### src/rtl/seq_scan_pkg.sv
// seq_scan_pkg: shared state encoding for the bit-serial scan controller
package seq_scan_pkg;
  localparam int STATE_W = 2;
  typedef enum logic [STATE_W-1:0] {
    IDLE  = 2'd0,
    SHIFT = 2'd1,
    DONE  = 2'd2
  } state_e;
endpackage

### src/rtl/seq_match_win.sv
// seq_match_win: sliding PAT_W-bit window that flags a pattern hit on the bit being shifted in
module seq_match_win
  import seq_scan_pkg::*;
#(
  parameter int PAT_W = 4
) (
  input  logic             clk,
  input  logic             reset_n,
  input  logic             clr,
  input  logic             bit_en,
  input  logic             bit_in,
  input  logic [PAT_W-1:0] pat,
  output logic             match
);
  localparam int FILL_W = $clog2(PAT_W);
  localparam logic [FILL_W-1:0] FULL = FILL_W'(PAT_W - 1);
  logic [PAT_W-1:0]  win_q, win_d, win_nx;
  logic [FILL_W-1:0] fill_q, fill_d;
  // a hit needs PAT_W-1 earlier bits already in the window plus the incoming bit
  always_comb begin
    win_nx = {win_q[PAT_W-2:0], bit_in};
    match  = bit_en && (fill_q == FULL) && (win_nx == pat);
    win_d  = clr ? '0 : bit_en ? win_nx : win_q;
    fill_d = clr ? '0 : (bit_en && fill_q != FULL) ? fill_q + FILL_W'(1) : fill_q;
  end
  // window and fill counter registers
  always_ff @(posedge clk or negedge reset_n) begin
    if (!reset_n) begin
      win_q  <= '0;
      fill_q <= '0;
    end else begin
      win_q  <= win_d;
      fill_q <= fill_d;
    end
  end
endmodule

### src/rtl/seq_scan_ctrl.sv
// seq_scan_ctrl: accepts a word, scans it MSB first through the matcher, returns count and first-hit index
module seq_scan_ctrl
  import seq_scan_pkg::*;
#(
  parameter  int WORD_W = 16,
  parameter  int PAT_W  = 4,
  localparam int CNT_W  = $clog2(WORD_W + 1),
  localparam int IDX_W  = $clog2(WORD_W)
) (
  input  logic              clk,
  input  logic              reset_n,
  input  logic              in_valid,
  output logic              in_ready,
  input  logic [WORD_W-1:0] in_word,
  input  logic [PAT_W-1:0]  in_pat,
  output logic              res_valid,
  input  logic              res_ready,
  output logic [CNT_W-1:0]  res_count,
  output logic              res_found,
  output logic [IDX_W-1:0]  res_idx,
  output logic              busy
);
  state_e            state_q, state_d;
  logic [WORD_W-1:0] shreg_q, shreg_d;
  logic [PAT_W-1:0]  pat_q, pat_d;
  logic [IDX_W-1:0]  bit_cnt_q, bit_cnt_d;
  logic [CNT_W-1:0]  count_q, count_d;
  logic              found_q, found_d;
  logic [IDX_W-1:0]  idx_q, idx_d;
  logic              in_ready_q, in_ready_d;
  logic              res_valid_q, res_valid_d;
  logic              busy_q, busy_d;
  logic              accept, bit_en, match;

  seq_match_win #(.PAT_W(PAT_W)) u_win (
    .clk    (clk),
    .reset_n(reset_n),
    .clr    (accept),
    .bit_en (bit_en),
    .bit_in (shreg_q[WORD_W-1]),
    .pat    (pat_q),
    .match  (match)
  );

  // next state, scan bookkeeping and registered handshake outputs
  always_comb begin
    accept    = in_valid && in_ready_q;
    bit_en    = state_q == SHIFT;
    state_d   = state_q;
    shreg_d   = shreg_q;
    pat_d     = pat_q;
    bit_cnt_d = bit_cnt_q;
    count_d   = count_q;
    found_d   = found_q;
    idx_d     = idx_q;
    case (state_q)
      IDLE: if (accept) begin
        state_d   = SHIFT;
        shreg_d   = in_word;
        pat_d     = in_pat;
        bit_cnt_d = '0;
        count_d   = '0;
        found_d   = 1'b0;
        idx_d     = '0;
      end
      SHIFT: begin
        shreg_d   = shreg_q << 1;
        bit_cnt_d = bit_cnt_q + IDX_W'(1);
        count_d   = match ? count_q + CNT_W'(1) : count_q;
        found_d   = found_q || match;
        idx_d     = (match && !found_q) ? bit_cnt_q : idx_q;
        state_d   = (bit_cnt_q == IDX_W'(WORD_W - 1)) ? DONE : SHIFT;
      end
      DONE:    state_d = res_ready ? IDLE : DONE;
      default: state_d = IDLE;
    endcase
    in_ready_d  = state_d == IDLE;
    res_valid_d = state_d == DONE;
    busy_d      = state_d != IDLE;
  end

  // all controller state; reset returns to an idle, ready, empty controller
  always_ff @(posedge clk or negedge reset_n) begin
    if (!reset_n) begin
      state_q     <= IDLE;
      shreg_q     <= '0;
      pat_q       <= '0;
      bit_cnt_q   <= '0;
      count_q     <= '0;
      found_q     <= 1'b0;
      idx_q       <= '0;
      in_ready_q  <= 1'b1;
      res_valid_q <= 1'b0;
      busy_q      <= 1'b0;
    end else begin
      state_q     <= state_d;
      shreg_q     <= shreg_d;
      pat_q       <= pat_d;
      bit_cnt_q   <= bit_cnt_d;
      count_q     <= count_d;
      found_q     <= found_d;
      idx_q       <= idx_d;
      in_ready_q  <= in_ready_d;
      res_valid_q <= res_valid_d;
      busy_q      <= busy_d;
    end
  end

  assign in_ready  = in_ready_q;
  assign res_valid = res_valid_q;
  assign busy      = busy_q;
  assign res_count = count_q;
  assign res_found = found_q;
  assign res_idx   = idx_q;
endmodule
### config.mk
export PLATFORM = sky130hd
export DESIGN_NAME = seq_scan_ctrl
export DESIGN_NICKNAME = d
export VERILOG_FILES = /design/src/rtl/seq_scan_pkg.sv /design/src/rtl/seq_match_win.sv /design/src/rtl/seq_scan_ctrl.sv
export SDC_FILE = /design/constraint.sdc
export NUM_CORES = 1
export LEC_CHECK = 0
export ABC_CLOCK_PERIOD_IN_PS = 4800
export BUFFER_PORTS_ARGS = -buffer_cell sky130_fd_sc_hd__buf_2
export CAP_MARGIN = 20
export CORE_ASPECT_RATIO = 1.25
export CORE_MARGIN = 2
export CORE_UTILIZATION = 30
export CTS_CLUSTER_SIZE = 25
export DETAILED_ROUTE_END_ITERATION = 16
export PLACE_DENSITY_LB_ADDON = 0.12
export SLEW_MARGIN = 20
export SYNTH_ARGS = -nofsm -noshare
export SYNTH_HDL_FRONTEND = slang
export SYNTH_SLANG_ARGS = --single-unit
### constraint.sdc
create_clock -name clk -period 4.8 [get_ports clk]
set_clock_uncertainty 0.05 [all_clocks]
set_input_delay 0 -clock clk [delete_from_list [all_inputs] [get_ports clk]]
set_output_delay 0 -clock clk [all_outputs]
set_load 0.01 [all_outputs]
==> results.yml <==
drt:
  wl_per_cell_um: 12.3
  firstDrtPassIters: 4
  drcViolationCount: 0
  drtAntennaViolNets: 0
  drtIter0Drc: 68
  vias_per_cell: 4.54
  vias: 1535
  wirelength_mm: 4.17
sta:
  drv_slew: 0
  tightest_slew_ns: 0.944
  hold_viol_final: 0
  fin_crit_ns: 2.32
  relSlewSlack: 0.371
  rsz0062_at_grt: "no"
  fin_setup_tns_ns: 0
  period_share: 0.484
  setup_violations: 0
  fmax_ghz: 0.430
floorplan:
  rows: 32
  initial_core_util: 0.311
  die_area_mm2: 0.00706
  die_height_um: 93.5
  die_w_um: 75.6
  ios: 37
  core_area_mm2: 0.00617
pwr:
  power_mw: 1.36
  p_leak_nw: 1.25
  ir_worst_vdd_mv: 0.236
  power.density_mw_per_mm2: 541
clock_network:
  cts-root-buf: "clkbuf_8"
  cts_made_buffers: 5
  path_clk_slew_ns: 0.08
  clock_sinks: 44
  post_cts_buffers: 0
  cts_tree: "yes"
  clock_latency_ns: 0.29
  post_cts_resized: 0
  holdBufCountCts: 22
  htreeDepth: 2
  cts_buffer_depth: 2
global_routing:
  grt_pass1_vias: 1558
  grt_usage: 0.130
  met1_usage: 0.164
  use_met2: 0.206
  antenna_found_initial: 0
  grt_max_degree: 45
  grt_use_met3: 0.0377
  grt-ovfl-total: 0
  grt-busiest-layer: "met2"
  grt_pass1_wl_mm: 6.94
synthesis:
  synth_seq_cells: 44
  syn_avg_cell_area_um2: 9.80
  synthAdderAreaFrac: 0.0195
  syn_inst: 196
  synth_compound_area_frac: 0.109
  synthSimpleGateAreaFrac: 0.201
  syn_nets: 223
  ys_types: 28
  synth_area_mm2: 0.00192
  synth_top_family_by_area: "simple AND/OR/NAND/NOR gates"
  seq_area_frac_synth: 0.574
  ys_warn_count: 0
  synth_xor_area_frac: 0.0274
  synth_mux_area_frac: 0.0313
critical_path:
  critPathKind: "register to register"
  crit_path_end_kind: "register"
  cp.required_ns: 4.92
  cp_max_fo: 26
  arrival_ns: 2.45
  r2r.worst_path.cells: 4
  cp-start-kind: "register"
placement:
  dpl.hpwl_mm: 2.77
  io_buffers: 36
  gp_congestion: 0.722
layout:
  final_util: 0.406
  nFillCells: 639
  multi_input_comb_area_um2: 761
  syn2layout_area_growth_pct: 30.5
  drive_gt1_frac: 0.194
  diodes: 0
  regArea_mm2: 0.00110
  nets: 279
run_status:
  status: "finished clean"
job:
  maxCapViolations: 0
hold_path:
  hp-class: "input port to register"
  whs_path_depth: 3
through the flow:
step,instances,instance area (um2),hold WS (ns),setup slack [ns]
4_1_cts,338,2500,0.0866,2.44
3_5_place_dp,308,2180,0.145,2.45
5_1_grt,338,2510,0.0919,2.30
2_1_floorplan,196,1920,-0.346,3.19
6_report,338,2510,0.0909,2.48
3_3_place_gp,308,2180,0.147,2.53
critical path, cell delays in order, from the launching register on:
cell     delay, ns
dfrtp_1       0.44
and2b_1       0.84
nand2_2       0.23
or3_1         0.48
mux2i_1       0.16
cells by family (layout without fill, tap and decap cells):
logic type | Yosys count | after routing
DFF | 44 | 44
and+or+nand+nor | 88 | 88
adders and majority gates | 3 | 3
buffers and inverters | 17 | 74
xor gates and xnor gates | 6 | 6
AOI/OAI and AO/OA | 32 | 32
muxes | 6 | 6
state kept, by name (all words and copies together) (netlist names):
signal	cells
in_ready	1
busy	1
res_idx	4
u_win.fill_q	2
res_valid	1
res_found	1
bit_cnt_q	4
u_win.win_q	3
res_count	5
pat_q	4
shreg_q	16
state_q	2
layout by cell type, fill, tap and decap left out, drive strengths merged, types with 5 or more instances in the layout:
cell         count
mux2i            6
a22oi           15
inv              7
nand2           65
dlygate4sd3     22
a21oi            7
xnor2            6
clkbuf           8
buf             37
dfrtp           43
o21ai            5
nor2             7
cell usage after synthesis:
| master | number | area share |
|---|---|---|
| a21o_1 | 1 | 0.0039 |
| a21oi_1 | 7 | 0.018 |
| a22oi_1 | 15 | 0.059 |
| and2_1 | 2 | 0.0065 |
| and2b_1 | 1 | 0.0039 |
| and3_1 | 1 | 0.0033 |
| buf_2 | 4 | 0.010 |
| buf_4 | 1 | 0.0039 |
| clkbuf_1 | 5 | 0.0098 |
| dfrtp_1 | 43 | 0.56 |
| dfstp_2 | 1 | 0.014 |
| ha_1 | 3 | 0.020 |
| inv_1 | 7 | 0.014 |
| mux2i_1 | 6 | 0.031 |
| nand2_1 | 64 | 0.13 |
| nand2_2 | 1 | 0.0033 |
| nand2b_1 | 1 | 0.0033 |
| nand3_1 | 4 | 0.010 |
| nand4_1 | 1 | 0.0033 |
| nand4_2 | 1 | 0.0065 |
| nor2_1 | 6 | 0.012 |
| nor2_2 | 1 | 0.0033 |
| nor4bb_1 | 1 | 0.0052 |
| o21ai_0 | 5 | 0.013 |
| o31ai_1 | 4 | 0.016 |
| or3_1 | 1 | 0.0033 |
| or4_1 | 3 | 0.012 |
| xnor2_1 | 6 | 0.027 |
per-layer routing:
metal | vias up | part of all wire
met5 | - | 0
met4 | 0 | 0.016
met3 | 5 | 0.050
met2 | 40 | 0.47
met1 | 726 | 0.46
li1 | 764 | -
power breakdown:
| part | switching (mW) | leakage [nW] | internal [mW] |
|---|---|---|---|
| clock network | 0.122 | 0.0515 | 0.131 |
| registers | 0.103 | 0.569 | 0.520 |
| logic | 0.275 | 0.633 | 0.203 |
| total | 0.501 | 1.25 | 0.855 |
final cells by class:
cell class,instances,area share
timing repair buffer,59,0.164
tap,85,0.0424
multi-input combinational,135,0.304
inverter,7,0.0105
sequential,44,0.440
clock buffer,8,0.0399
worst paths after layout:
check                             from        endpoint  slack, ns
hold / removal                in_valid  u_win.win_q[2]       0.09
setup / recovery            state_q[1]      res_idx[2]       2.48
max in group asynchronous      reset_n        in_ready       4.13
min in group asynchronous      reset_n    res_count[0]       0.20
setup reg to reg            state_q[1]      res_idx[2]       2.48
hold reg to reg            shreg_q[14]     shreg_q[14]       0.43
Power figures use the tool's default switching activity.
